### config.mk
export PLATFORM = sky130hd
export DESIGN_NAME = bloco_controle_flat
export DESIGN_NICKNAME = d
export VERILOG_FILES = /design/src/rtl/bloco_controle_if.sv /design/src/rtl/bloco_controle.sv /design/src/flat_wrapper.sv
export SDC_FILE = /design/constraint.sdc
export NUM_CORES = 1
export LEC_CHECK = 0
export ABC_CLOCK_PERIOD_IN_PS = 1600
export CORE_AREA = 5 5 46 48
export DETAILED_ROUTE_END_ITERATION = 10
export DIE_AREA = 0 0 51 53
export PLACE_DENSITY = 0.58
export SYNTH_ARGS = -nofsm -noshare
export SYNTH_HDL_FRONTEND = slang
export SYNTH_SLANG_ARGS = --single-unit
### constraint.sdc
create_clock -name clock -period 1.6 [get_ports clock]
set_clock_uncertainty 0.1 [all_clocks]
set_input_delay 0.32 -clock clock [delete_from_list [all_inputs] [get_ports clock]]
set_output_delay 0.32 -clock clock [all_outputs]
set_load 0.01 [all_outputs]
### src/rtl/bloco_controle_if.sv
// rtl/bloco_controle_if.sv - control bundle between bloco_controle and its datapath/driver
interface bloco_controle_if;
  logic       start;
  logic       LX;
  logic       LS;
  logic       LH;
  logic       h;
  logic [1:0] m0;
  logic [1:0] m1;
  logic [1:0] m2;
  logic       busy;
  logic       done;

  modport master (
    output start,
    input  LX, LS, LH, h, m0, m1, m2, busy, done
  );

  modport slave (
    input  start,
    output LX, LS, LH, h, m0, m1, m2, busy, done
  );
endinterface

### src/rtl/bloco_controle.sv
// rtl/bloco_controle.sv - Moore FSM sequencing y = a*x*x + b*x + c on the datapath
module bloco_controle #(
  parameter int ULA_WAIT = 0
) (
  input  logic             clock,
  input  logic             reset,
  bloco_controle_if.slave  bus
);

  typedef enum logic [2:0] {
    S_IDLE, S_LDX, S_MUL1, S_ADD1, S_MUL2, S_ADD2, S_DONE
  } state_t;

  localparam logic [3:0] WAIT_LAST = 4'(ULA_WAIT);

  state_t     r_state;
  state_t     w_next;
  logic [3:0] r_cnt;
  logic [3:0] w_cnt_next;
  logic       w_compute;
  logic       w_last;

  always_ff @(posedge clock or posedge reset) begin
    if (reset) begin
      r_state <= S_IDLE;
      r_cnt   <= 4'd0;
    end else begin
      r_state <= w_next;
      r_cnt   <= w_cnt_next;
    end
  end

  always_comb begin
    w_compute = (r_state == S_MUL1) || (r_state == S_ADD1) ||
                (r_state == S_MUL2) || (r_state == S_ADD2);
    w_last    = w_compute && (r_cnt == WAIT_LAST);
    w_next    = r_state;
    case (r_state)
      S_IDLE:  if (bus.start) w_next = S_LDX;
      S_LDX:   w_next = S_MUL1;
      S_MUL1:  if (w_last) w_next = S_ADD1;
      S_ADD1:  if (w_last) w_next = S_MUL2;
      S_MUL2:  if (w_last) w_next = S_ADD2;
      S_ADD2:  if (w_last) w_next = S_DONE;
      S_DONE:  w_next = S_IDLE;
      default: w_next = S_IDLE;
    endcase
    // Counter restarts on every state change so each compute step starts at zero
    if (w_next != r_state)
      w_cnt_next = 4'd0;
    else if (w_compute && !w_last)
      w_cnt_next = r_cnt + 4'd1;
    else
      w_cnt_next = r_cnt;
  end

  always_comb begin
    bus.LX   = 1'b0;
    bus.LS   = 1'b0;
    bus.LH   = 1'b0;
    bus.h    = 1'b0;
    bus.m0   = 2'b00;
    bus.m1   = 2'b00;
    bus.m2   = 2'b00;
    bus.busy = 1'b0;
    bus.done = 1'b0;
    case (r_state)
      S_LDX: begin
        bus.LX   = 1'b1;
        bus.busy = 1'b1;
      end
      S_MUL1: begin
        bus.h    = 1'b1;
        bus.LH   = w_last;
        bus.busy = 1'b1;
      end
      S_ADD1: begin
        bus.m0   = 2'b10;
        bus.m2   = 2'b11;
        bus.LS   = w_last;
        bus.busy = 1'b1;
      end
      S_MUL2: begin
        bus.h    = 1'b1;
        bus.m1   = 2'b10;
        bus.LH   = w_last;
        bus.busy = 1'b1;
      end
      S_ADD2: begin
        bus.m0   = 2'b11;
        bus.m2   = 2'b11;
        bus.LS   = w_last;
        bus.busy = 1'b1;
      end
      S_DONE:  bus.done = 1'b1;
      default: ;
    endcase
  end

endmodule

### src/flat_wrapper.sv
// flat-port wrapper written by rule: the top's interface ports become plain ports
module bloco_controle_flat 
#(
  parameter int ULA_WAIT = 0
)
  (clock, reset, bus_start, bus_LX, bus_LS, bus_LH, bus_h, bus_m0, bus_m1, bus_m2, bus_busy, bus_done);
  bloco_controle_if bus_i ();
  input  logic clock;
  input  logic reset;
  input wire logic [$bits(bus_i.start)-1:0] bus_start;
  output wire logic [$bits(bus_i.LX)-1:0] bus_LX;
  output wire logic [$bits(bus_i.LS)-1:0] bus_LS;
  output wire logic [$bits(bus_i.LH)-1:0] bus_LH;
  output wire logic [$bits(bus_i.h)-1:0] bus_h;
  output wire logic [$bits(bus_i.m0)-1:0] bus_m0;
  output wire logic [$bits(bus_i.m1)-1:0] bus_m1;
  output wire logic [$bits(bus_i.m2)-1:0] bus_m2;
  output wire logic [$bits(bus_i.busy)-1:0] bus_busy;
  output wire logic [$bits(bus_i.done)-1:0] bus_done;
  assign bus_i.start = bus_start;
  assign bus_LX = bus_i.LX;
  assign bus_LS = bus_i.LS;
  assign bus_LH = bus_i.LH;
  assign bus_h = bus_i.h;
  assign bus_m0 = bus_i.m0;
  assign bus_m1 = bus_i.m1;
  assign bus_m2 = bus_i.m2;
  assign bus_busy = bus_i.busy;
  assign bus_done = bus_i.done;
  bloco_controle #(.ULA_WAIT(ULA_WAIT)) u_core (.clock(clock), .reset(reset), .bus(bus_i));
endmodule
==> flow_summary.toml <==
[run_status]
status = "finished with violations"
violations = "setup timing"

[route]
routedWlPerCell_um = 14.48
drt_iter0_markers = 7
drc = 0
ant_nets = 0
vias = 572
viasPerCell = 5.018
postRouteWirelength_um = 1651
first_pass_iters = 5

[placed_design]
dpl_cell_area_um2 = 775.7
dp_hpwl_um = 1120
gp_congestion = 0.6930
io_buffer_count = 13
pre_cts_ws_ns = -0.5618

[clock_network]
hold_buffers = 0
clkTransAtPathRegs_ns = 0.05
h-tree-depth = 1
clock_latency_ns = 0.25
cts_tree = "yes"
cts.sinks = 7
root_buffer = "clkbuf_4"
cts.path.max_buffers = 2
cts_made_buffers = 3

[logic_synthesis]
synth_area_um2 = 540.5
synth-main-ff-cell = "dfrtp_1"
async_flop_share_pct = 100.0
synth_edf_count = 0
ys_warn_count = 0
avgSynthCellArea_um2 = 8.861
synth_nets = 66
yosysUniqueCellTypes = 30
synthesis.instances = 61
synth.yosys.seq_area_share_pct = 32.41
synth-seq-cells = 7

[timing]
fmax_mhz = 513.2
finalCritPeriodShare_pct = 121.8
fin_ws_ns = -0.3487
min_period_ns = 1.949
hold_viol_final = 0
hold_ws_ns = 0.1982
rsz0062_at_grt = "true"
final_max_slew_viol_count = 0
setup_violations = 12

[floorplan]
start_util_pct = 32.36
die_w_um = 51
core-area_mm2 = 0.001670
die_area_mm2 = 0.002703
io_pins = 15
std_cell_rows = 15
die_y_um = 53

[global_route]
grt_use_total_pct = 13.49
grt_max_degree = 9
antenna_found_initial = 0
grt_pass1_vias = 599
grt_overflow = 0
grt_first_pass_wirelength_um = 2684

[finish]
antennaDiodeCount = 0
design_area_um2 = 953.4
finalNetCount = 103
area_delta_synth_final_pct = 76.39
drive_gt1_share_pct = 57.73

[worst_setup_path]
cp-end-kind = "output pin"
critPathLaunch = "u_core.r_cnt[0]"
critPathRequiredTime_ns = 1.18
worstSetupStartpointType = "flip-flop"
cp_max_fo = 3
reg2reg_from = "u_core.r_cnt[0]"
arrival_ns = 1.53
path_class = "reg2out"

[pwr]
cellPowerDensity_mw_per_mm2 = 2169
ir_worst_vdd_v = 0.001362
p_leak_nw = 0.4554

[job]
cap_violations = 0

[hold_path]
hold_path.class = "in2async"
-- cells by family after synthesis --
kind of cell               after synthesis  share of synthesized area, %
buffers and inverters                   11                         13.66
other                                    1                        0.6938
and+or+nand+nor                         26                         24.31
AOI/OAI and AO/OA                       11                         14.58
DFF                                      7                         32.41
adders and majority gates                2                         4.629
xor gates and xnor gates                 3                         9.724
-- state kept, by name (all words and copies together), names as in the netlist --
signal	cells
u_core.r_cnt	4
u_core.r_state	3
-- per-stage QoR --
stage | power, mW | utilization [%] | cells | setup TNS (ns)
finish | 2.068 | 57.08 | 114 | -2.296
global route | 2.207 | 57.08 | 114 | -3.022
CTS | 1.753 | 51.84 | 109 | -2.105
detailed placement | 1.462 | 46.44 | 100 | -3.713
global placement | 1.455 | 46.44 | 100 | -3.469
floorplan | 0.9430 | - | 61 | -0.2562
-- routing by layer --
layer | routed length, um | GRT usage [%]
met4 | 0 | 4.036
met1 | 708 | 15.98
met5 | 0 | 0
met2 | 867 | 23.18
met3 | 74 | 4.225
-- worst max-delay path: stages, from the launching register on --
cell,delay [ns]
dfrtp_1,0.39
inv_2,0.06
ha_1,0.15
or3b_4,0.42
nor3_4,0.11
buf_2,0.14
-- path summary, 6_finish.rpt --
kind,slack [ns],to,cells past startpoint
hold reg to reg,0.47,u_core.r_cnt[0],3
max in group asynchronous,0.99,u_core.r_state[2],2
setup / recovery,-0.35,bus_LH,5
setup reg to reg,0,u_core.r_state[1],6
min in group clock,0.47,u_core.r_cnt[0],3
hold / removal,0.20,u_core.r_state[0],2
-- cell usage after synthesis (2+ instances only) --
| library cell | count | share of area (%) |
|---|---|---|
| a21oi_1 | 3 | 2.8 |
| buf_2 | 2 | 1.9 |
| buf_4 | 3 | 4.2 |
| dfrtp_1 | 7 | 32 |
| ha_1 | 2 | 4.6 |
| inv_1 | 3 | 2.1 |
| nand2_1 | 3 | 2.1 |
| nand3_1 | 7 | 6.5 |
| nor2_1 | 8 | 5.6 |
| nor3_1 | 2 | 1.9 |
| o21ai_1 | 2 | 1.9 |
-- cell type report --
cell class              instances  area (um2)
repair buffers                 39       339.1
well taps                      17       21.27
clock buffers                   4       26.28
inverters                       4       15.01
multi-input cells              43       376.6
fillers                       136       716.9
flip-flops and latches          7       175.2
-- report_power, final --
group	leakage, nW	switching [mW]	total, mW	internal (mW)
sequential	0.0927	0.0355	0.251	0.215
clock	0.0150	0.0645	0.160	0.0951
combinational	0.348	0.756	1.66	0.902
total	0.455	0.856	2.07	1.21
-- cell usage in the layout, fill, tap and decap left out, types with 3 or more instances in the layout --
cell type	count
dfrtp_1	7
nor2_1	4
buf_2	8
nand3_1	7
buf_6	11
a21oi_1	3
buf_4	16
clkbuf_4	3
-- timing repair --
action,4_1_cts,5_1_grt
endpoints found under the setup margin,15,16
pin swaps,6,6
resized for setup,62,11
setup buffers,6,6
Power figures use the tool's default switching activity.
